### src/rtl/rv32i_pkg.sv
// Shared types for the rv32i memory-side blocks: arbiter states, request
// sources and memory port widths.
package rv32i_pkg;

    typedef enum logic [1:0] {
        IDLE = 2'd0,
        BUSY = 2'd1,
        RESP = 2'd2
    } arb_state_t;

    typedef enum logic {
        SRC_IF = 1'b0,
        SRC_LS = 1'b1
    } arb_src_t;

    localparam int MEM_AW = 32;
    localparam int MEM_DW = 32;

endpackage

### src/rtl/arb_timeout_cnt.sv
// Counts BUSY cycles without a memory ack; expired flags the cycle whose
// increment would bring the count to TIMEOUT.
module arb_timeout_cnt #(
    parameter int TIMEOUT = 255
) (
    input  logic clk,
    input  logic rst_n,
    input  logic clr,
    input  logic en,
    output logic expired
);

    localparam int CW = $clog2(TIMEOUT + 1);

    logic [CW-1:0] cnt;

    always_ff @(posedge clk or negedge rst_n) begin
        if (!rst_n) begin
            cnt <= '0;
        end else if (clr) begin
            cnt <= '0;
        end else if (en && (cnt != CW'(TIMEOUT))) begin
            cnt <= cnt + CW'(1);
        end
    end

    assign expired = en && (cnt == CW'(TIMEOUT - 1));

endmodule

### src/rtl/mem_port_arbiter.sv
// Arbitrates the unified memory port between instruction fetch and load/store,
// with a bounded load/store streak and a per-transaction timeout.
module mem_port_arbiter
    import rv32i_pkg::*;
#(
    parameter int TIMEOUT       = 255,
    parameter int MAX_LS_STREAK = 2
) (
    input  logic              i_clk,
    input  logic              i_rst_n,
    input  logic              i_if_req,
    input  logic [MEM_AW-1:0] i_if_addr,
    output logic              o_if_ack,
    output logic              o_if_err,
    output logic [MEM_DW-1:0] o_if_rdata,
    input  logic              i_ls_req,
    input  logic [MEM_AW-1:0] i_ls_addr,
    input  logic              i_ls_wren,
    input  logic [MEM_DW-1:0] i_ls_wdata,
    input  logic [3:0]        i_ls_bmask,
    output logic              o_ls_ack,
    output logic              o_ls_err,
    output logic [MEM_DW-1:0] o_ls_rdata,
    output logic              o_mem_req,
    output logic [MEM_AW-1:0] o_mem_addr,
    output logic              o_mem_wren,
    output logic [MEM_DW-1:0] o_mem_wdata,
    output logic [3:0]        o_mem_bmask,
    input  logic              i_mem_ack,
    input  logic [MEM_DW-1:0] i_mem_rdata,
    output logic              o_busy,
    output logic [1:0]        o_dbg_state
);

    // Handshake: a requester holds req and payload stable until it sees its
    // one-cycle ack; ack/err/rdata are meaningful only while ack is high.

    localparam int SW = $clog2(MAX_LS_STREAK + 1);

    arb_state_t        state_q, state_d;
    arb_src_t          src_q, src_d;
    logic [SW-1:0]     streak_q, streak_d;
    logic              mem_req_q, mem_req_d;
    logic [MEM_AW-1:0] mem_addr_q, mem_addr_d;
    logic              mem_wren_q, mem_wren_d;
    logic [MEM_DW-1:0] mem_wdata_q, mem_wdata_d;
    logic [3:0]        mem_bmask_q, mem_bmask_d;
    logic              if_ack_q, if_ack_d, if_err_q, if_err_d;
    logic [MEM_DW-1:0] if_rdata_q, if_rdata_d;
    logic              ls_ack_q, ls_ack_d, ls_err_q, ls_err_d;
    logic [MEM_DW-1:0] ls_rdata_q, ls_rdata_d;
    logic              grant;
    logic              timer_en;
    logic              expired;
    logic [MEM_DW-1:0] rsp_data;

    assign timer_en = (state_q == BUSY) && !i_mem_ack;

    arb_timeout_cnt #(.TIMEOUT(TIMEOUT)) u_timeout (
        .clk     (i_clk),
        .rst_n   (i_rst_n),
        .clr     (grant),
        .en      (timer_en),
        .expired (expired)
    );

    // A timed-out access or a write returns zero data.
    assign rsp_data = (i_mem_ack && !mem_wren_q) ? i_mem_rdata : '0;

    always_comb begin
        state_d     = state_q;
        src_d       = src_q;
        streak_d    = streak_q;
        mem_req_d   = mem_req_q;
        mem_addr_d  = mem_addr_q;
        mem_wren_d  = mem_wren_q;
        mem_wdata_d = mem_wdata_q;
        mem_bmask_d = mem_bmask_q;
        if_ack_d    = 1'b0;
        if_err_d    = 1'b0;
        if_rdata_d  = '0;
        ls_ack_d    = 1'b0;
        ls_err_d    = 1'b0;
        ls_rdata_d  = '0;
        grant       = 1'b0;
        case (state_q)
            IDLE: begin
                if (i_ls_req && (!i_if_req || (streak_q != SW'(MAX_LS_STREAK)))) begin
                    grant       = 1'b1;
                    src_d       = SRC_LS;
                    mem_addr_d  = i_ls_addr;
                    mem_wren_d  = i_ls_wren;
                    mem_wdata_d = i_ls_wdata;
                    mem_bmask_d = i_ls_bmask;
                    // Winning over a waiting fetch can only happen below the cap.
                    streak_d    = i_if_req ? streak_q + SW'(1) : '0;
                end else if (i_if_req) begin
                    grant       = 1'b1;
                    src_d       = SRC_IF;
                    mem_addr_d  = i_if_addr;
                    mem_wren_d  = 1'b0;
                    mem_wdata_d = '0;
                    mem_bmask_d = 4'hF;
                    streak_d    = '0;
                end
                if (grant) begin
                    mem_req_d = 1'b1;
                    state_d   = BUSY;
                end
            end
            BUSY: begin
                if (i_mem_ack || expired) begin
                    mem_req_d = 1'b0;
                    state_d   = RESP;
                    if (src_q == SRC_LS) begin
                        ls_ack_d   = 1'b1;
                        ls_err_d   = !i_mem_ack;
                        ls_rdata_d = rsp_data;
                    end else begin
                        if_ack_d   = 1'b1;
                        if_err_d   = !i_mem_ack;
                        if_rdata_d = rsp_data;
                    end
                end
            end
            RESP: begin
                state_d = IDLE;
            end
            default: begin
                state_d = IDLE;
            end
        endcase
    end

    always_ff @(posedge i_clk or negedge i_rst_n) begin
        if (!i_rst_n) begin
            state_q     <= IDLE;
            src_q       <= SRC_IF;
            streak_q    <= '0;
            mem_req_q   <= 1'b0;
            mem_addr_q  <= '0;
            mem_wren_q  <= 1'b0;
            mem_wdata_q <= '0;
            mem_bmask_q <= '0;
            if_ack_q    <= 1'b0;
            if_err_q    <= 1'b0;
            if_rdata_q  <= '0;
            ls_ack_q    <= 1'b0;
            ls_err_q    <= 1'b0;
            ls_rdata_q  <= '0;
        end else begin
            state_q     <= state_d;
            src_q       <= src_d;
            streak_q    <= streak_d;
            mem_req_q   <= mem_req_d;
            mem_addr_q  <= mem_addr_d;
            mem_wren_q  <= mem_wren_d;
            mem_wdata_q <= mem_wdata_d;
            mem_bmask_q <= mem_bmask_d;
            if_ack_q    <= if_ack_d;
            if_err_q    <= if_err_d;
            if_rdata_q  <= if_rdata_d;
            ls_ack_q    <= ls_ack_d;
            ls_err_q    <= ls_err_d;
            ls_rdata_q  <= ls_rdata_d;
        end
    end

    assign o_if_ack    = if_ack_q;
    assign o_if_err    = if_err_q;
    assign o_if_rdata  = if_rdata_q;
    assign o_ls_ack    = ls_ack_q;
    assign o_ls_err    = ls_err_q;
    assign o_ls_rdata  = ls_rdata_q;
    assign o_mem_req   = mem_req_q;
    assign o_mem_addr  = mem_addr_q;
    assign o_mem_wren  = mem_wren_q;
    assign o_mem_wdata = mem_wdata_q;
    assign o_mem_bmask = mem_bmask_q;
    assign o_busy      = (state_q != IDLE);
    assign o_dbg_state = state_q;

endmodule

### config.mk
export PLATFORM = sky130hd
export DESIGN_NAME = mem_port_arbiter
export DESIGN_NICKNAME = d
export VERILOG_FILES = /design/src/rtl/rv32i_pkg.sv /design/src/rtl/arb_timeout_cnt.sv /design/src/rtl/mem_port_arbiter.sv
export SDC_FILE = /design/constraint.sdc
export NUM_CORES = 1
export LEC_CHECK = 0
export CAP_MARGIN = 20
export CELL_PAD_IN_SITES_DETAIL_PLACEMENT = 1
export CELL_PAD_IN_SITES_GLOBAL_PLACEMENT = 2
export CORE_MARGIN = 10
export CORE_UTILIZATION = 28
export CTS_CLUSTER_DIAMETER = 40
export DETAILED_ROUTE_END_ITERATION = 12
export HOLD_SLACK_MARGIN = 0.06
export PLACE_DENSITY_LB_ADDON = 0.1
export SETUP_SLACK_MARGIN = 0.1
export SLEW_MARGIN = 5
export SYNTH_ARGS = -nofsm -noshare
export SYNTH_HDL_FRONTEND = slang
export SYNTH_SLANG_ARGS = --single-unit
### constraint.sdc
create_clock -name i_clk -period 3.8 [get_ports i_clk]
set_clock_uncertainty 0.2 [all_clocks]
set_input_delay 0.76 -clock i_clk [delete_from_list [all_inputs] [get_ports i_clk]]
set_output_delay 0.76 -clock i_clk [all_outputs]
set_load 0.01 [all_outputs]
## Yosys cells after proc, flatten, opt, wreduce, memory -nomap -nowiden

Cells that the tools add are included.
W data, S select, Z words.

- Order comparisons: 0
- Div/mod/pow operators: 0
- Muxes and demuxes: 43
- Shifts and indexed selects: 0
- Equal/unequal tests: 6
- $mul: 0
- Add/sub/neg operators: 2
- Reduce and logical (&&, ||, !) cells: 18
- Bitwise gates (word level): 0

Operators with widths:

| operator | number |
|---|---|
| $mux W32 | 11 |
| $mux W1 | 21 |
| $mux W8 | 2 |
| $mux W2 | 5 |
| $add A8 B1 Y8 const B | 1 |
| $eq A8 B8 Y1 const B | 1 |
| $mux W4 | 2 |
| $ne A8 B8 Y1 const B | 1 |
| $reduce_bool A2 Y1 | 4 |
| $logic_and A1 B1 Y1 | 5 |
| $ne A2 B2 Y1 const B | 2 |
| $pmux W2 S2 | 1 |
| $reduce_and A2 Y1 | 2 |
| $logic_not A1 Y1 | 3 |
| $reduce_and A3 Y1 | 1 |
| $add A2 B1 Y2 const B | 1 |
| $eq A2 B1 Y1 const B | 1 |
| $logic_not A2 Y1 | 1 |
| $logic_or A1 B1 Y1 | 2 |
| $ne A2 B1 Y1 const B | 1 |
| $pmux W1 S2 | 1 |

- Bits in latches: 0
- Output and inout bits: 141
- Memories: 0
- Memory bits (writable): 0
- Register bits: 151
- ROM bits: 0
- Input port bits: 138

## Logic depth before layout (Yosys ltp)

- Depth after elaboration: 7
- Gate-level depth with buffers: 7
- Gate-level depth less buffers: 5

## Modules after synthesis

From an unflattened synthesis, not the netlist that was laid out.

- Cell total of the unflattened synthesis: 412
- Area, all modules: 6088.3 um2

Modules (own cells, without submodules):

| module | cells an instance | times used | area an instance (um2) |
|---|---|---|---|
| mem_port_arbiter | 362 | 1 | 5609.1 |
| arb_timeout_cnt | 50 | 1 | 479.2 |

## Least setup slack after synthesis

OpenSTA, ideal clock, no wires.

- Path kind: input to register
- Start: input port i_ls_req
- End: register mem_addr_q[31], in the netlist o_mem_addr[31]
- Arrival: 1754 ps
- Stages: 4
- Slack: 1721 ps
- Library setup time: 125 ps
- Cells stage by stage: a21boi_4 -> buf_6 -> mux2_4 -> mux2_2

- Word-level cells in the longest chain between the ends: 3

RTL lines:

| what | RTL line | RTL |
|---|---|---|
| start: declaration | mem_port_arbiter.sv:16 | `input logic i_ls_req,` |
| $logic_and A1 B1 Y1 (*) | mem_port_arbiter.sv:88 | `if (i_ls_req && (!i_if_req \|\| (streak_q != SW'(MAX_LS_STREAK)))) begin` |
| $reduce_bool A2 Y1 (no source line) | - |  |
| $reduce_and A2 Y1 (no source line) | - |  |
| end signal: assignment | mem_port_arbiter.sv:156 | `mem_addr_q <= mem_addr_d;` |
| end: declaration | mem_port_arbiter.sv:44 | `logic [MEM_AW-1:0] mem_addr_q, mem_addr_d;` |

Every way passes the cells marked *; elsewhere a longest branch is shown, timed or not.
A chain may end at the register's enable or synchronous reset.

## Final worst setup path

- Start: register state_q[0], in the netlist o_dbg_state[0]
- End: output port o_busy

- Word-level cells in the longest chain between the ends: 1

RTL lines:

| what | RTL line | RTL |
|---|---|---|
| start: declaration | mem_port_arbiter.sv:40 | `arb_state_t state_q, state_d;` |
| start signal: assignment | mem_port_arbiter.sv:152 | `state_q <= state_d;` |
| $reduce_bool A2 Y1 | mem_port_arbiter.sv:180 | `assign o_busy = (state_q != IDLE);` |
| end: declaration | mem_port_arbiter.sv:31 | `output logic o_busy,` |

No other way between the ends.

==> results_dict.tcl <==
set metrics [dict create \
    crit_slowest_cell "clkdlybuf4s50_1" \
    boundaryPins 279 \
    die_area_um2 27460 \
    gp_congestion 0.7777 \
    critical_path_buf_inv_count 2 \
    slowest_delay_ns 0.55 \
    ys_seq_elements 151 \
    worst_hold_path_type "in -> async" \
    num_rows 53 \
    cts.path.max_buffers 2 \
    setup_viol 0 \
    ir_drop_v 0.0003418 \
    crit_end "o_busy" \
    crit_cells 3 \
    grt_max_degree 97 \
    syn_nets 546 \
    crit_family "buffers and inverters" \
    fmax_mhz 364.0 \
    nNetsFinal 830 \
    multiInputGateArea_um2 2031 \
    maxSlewHeadroom_pct 38.58 \
    cts.clk_slew.worst_paths_ns 0.07 \
    first_global_vias 5136 \
    post-route-min-period_ns 2.747 \
    leakagePower_nw 4.222 \
    syn_area_per_cell_um2 14.68 \
    synth_edf_count 0 \
    antenna_found_initial 1 \
    fin_cells 978 \
    wirelength_um 20420 \
    hold_violations 0 \
    cts_buffers 17 \
    tritoncts "yes" \
    core_area_um2 20960 \
    via_count 4430 \
    start_kind "flop" \
    io_buffers 278 \
    clockRootBuffer "clkbuf_16" \
    syn_area_um2 5944 \
    post-route-drc-count 0 \
    fin_area_um2 9662 \
    fin_setup_tns_ns 0 \
    vias_per_cell 4.530 \
    cp.required_ns 2.84 \
    path_max_fanout 6 \
    synthArstFlopShare_pct 100.0 \
    powerDensity_nw_per_um2 666.0 \
    endpoint_kind "output pin" \
    ys.flop_type "dfrtp_1" \
    initial_utilization_pct 28.37 \
    htree_levels 4 \
    first_iter_violations 153 \
    period_share_pct 72.29 \
    synth-seq-area-share_pct 63.57 \
    synth.distinct_cells 41 \
    post-dp-hpwl_um 15250 \
    rr_startpoint "o_dbg_state[0]$_DFFE_PN0P_" \
    insertion_delay_ns 0.41 \
    r2r_cells 5 \
    drt.antenna.violating_nets 0 \
    cts_resized 0 \
    holdBufCountCts 0 \
    crit_arrival_ns 1.79 \
    rsz0062_at_grt "false" \
    status "finished clean" \
    syn_to_final_growth_pct 62.53 \
    regToRegSetupSlack_ns 1.63 \
    drv_slew 0 \
    die_w_um 165.7 \
    drive_gt1_share_pct 16.52 \
    avgRoutedWirePerCell_um 20.87 \
    r2r-end "o_mem_addr[1]$_DFFE_PN0N_" \
    drv_cap 0 \
    dr.pass1.iters 4 \
    placed_area_um2 9069 \
    cts_setup_buffers 0 \
    ff_latch_area_um2 3779 \
    yosysWarnings 0 \
    cts_sinks 151 \
    path_cells "nor2_2 > inv_1 > clkdlybuf4s50_1" \
    grt_pass1_wl_um 31830 \
    chipHeight_um 165.7 \
    num-fill-cells 2181 \
    dp_cells 945 \
    path_class "reg -> out" \
    track_usage_pct 14.71 \
    syn_inst 405 \
    cp-startpoint "o_dbg_state[0]$_DFFE_PN0P_" \
    tightest_slew_ns 0.9213 \
    grt.overflow.total 0 \
]
## kinds of logic (layout without fill, tap and decap cells)
family | count (synthesis) | after routing | synth area share [%]
DFF | 151 | 151 | 63.57
buffers and inverters | 29 | 326 | 2.631
and+or+nand+nor | 93 | 93 | 10.06
other | 0 | 1 | 0
muxes | 67 | 67 | 14.46
AOI/OAI and AO/OA | 62 | 62 | 8.651
adders and majority gates | 3 | 3 | 0.6315
## registers in the layout (all words and copies together) (netlist names)
signal         flops
o_dbg_state        2
o_if_ack           1
o_if_err           1
o_if_rdata        32
o_ls_ack           1
o_ls_err           1
o_ls_rdata        32
o_mem_addr        32
o_mem_bmask        4
o_mem_req          1
o_mem_wdata       32
o_mem_wren         1
src_q              1
streak_q           2
u_timeout.cnt      8
## stage by stage
| step | util [%] | hold WS (ns) | total power [W] | worst slack, ns |
|---|---|---|---|---|
| final | 46.11 | 0.2380 | 0.006435 | 1.053 |
| after global routing | 46.10 | 0.3189 | 0.006818 | 0.9266 |
| after floorplan | - | 0.2644 | 0.003388 | 1.721 |
| after CTS | 46.10 | 0.2853 | 0.006568 | 1.003 |
| after detailed placement | 43.28 | 0.2875 | 0.004825 | 0.9090 |
| after global placement | 43.28 | 0.2822 | 0.004760 | 0.9642 |
## power breakdown
group | total, W | switching, W | internal [W]
logic | 0.00242 | 0.00103 | 0.00139
clock network | 0.00169 | 0.000744 | 0.000950
registers | 0.00232 | 0.000254 | 0.00207
## cells in the mapped netlist (2+ instances only)
library cell | number | area share [%]
a211oi_1 | 3 | 0.38
a22o_1 | 33 | 4.9
mux2_2 | 35 | 6.6
inv_1 | 7 | 0.44
a41oi_1 | 2 | 0.29
nor3_1 | 4 | 0.34
nand2_1 | 3 | 0.19
dfrtp_1 | 151 | 64
mux2_4 | 29 | 7.3
nor2_1 | 2 | 0.13
mux2i_1 | 3 | 0.51
a31oi_1 | 2 | 0.21
o22a_1 | 5 | 0.74
a311oi_1 | 2 | 0.29
nor2_2 | 2 | 0.21
o21ai_0 | 6 | 0.51
and2_1 | 66 | 6.9
ha_1 | 3 | 0.63
clkbuf_1 | 9 | 0.57
nand3_1 | 3 | 0.25
buf_2 | 5 | 0.42
buf_6 | 3 | 0.57
nor4_2 | 2 | 0.42
nor4_1 | 3 | 0.32
buf_4 | 5 | 0.63
and4_1 | 2 | 0.29
## final cells by class
class,count,area share (%)
sequential,151,39.11
clock inverter,14,1.567
clock buffer,18,4.545
tap,275,3.561
inverter,7,0.2720
multi-input combinational,225,21.02
antenna,1,0.02590
timing repair buffer,287,29.90
## layout by cell type (no fill, tap or decap), types with 2 or more instances in the layout
master / n
ha_1: 3
nand3_1: 3
nand2_1: 3
mux2_2: 35
inv_1: 7
mux2_4: 29
nor2_2: 2
buf_4: 6
buf_12: 3
inv_6: 5
nor4_1: 3
a211oi_1: 3
clkdlybuf4s50_1: 277
nor4_4: 2
inv_8: 4
clkinvlp_4: 2
nor2_1: 2
dfrtp_1: 151
a41oi_1: 2
and2_1: 66
mux2i_1: 3
nor3_1: 4
a22o_1: 33
a31oi_1: 2
o22a_1: 5
clkinv_4: 2
and4_1: 2
a311oi_1: 2
o21ai_0: 6
clkbuf_16: 17
## metal layers
layer / vias to the layer above / global-route usage (%) / share of wire, %
li1: 2004 / - / -
met1: 2241 / 16.07 / 39
met2: 169 / 24.11 / 49
met3: 16 / 8.045 / 10
met4: 0 / 4.276 / 1.5
met5: - / 0 / 0
## worst min path at each step
stage	from	end	cells past startpoint
2_1_floorplan	i_rst_n	o_dbg_state[0]$_DFFE_PN0P_	0
3_3_place_gp	streak_q[1]$_DFFE_PN0N_	streak_q[1]$_DFFE_PN0N_	1
3_5_place_dp	o_mem_req$_DFFE_PN0P_	o_mem_req$_DFFE_PN0P_	1
4_1_cts	i_rst_n	o_mem_addr[1]$_DFFE_PN0N_	1
5_1_grt	i_rst_n	o_mem_addr[1]$_DFFE_PN0N_	1
6_report	i_rst_n	o_mem_addr[1]$_DFFE_PN0N_	1
Note: power is estimated with default switching activity, not from simulation.
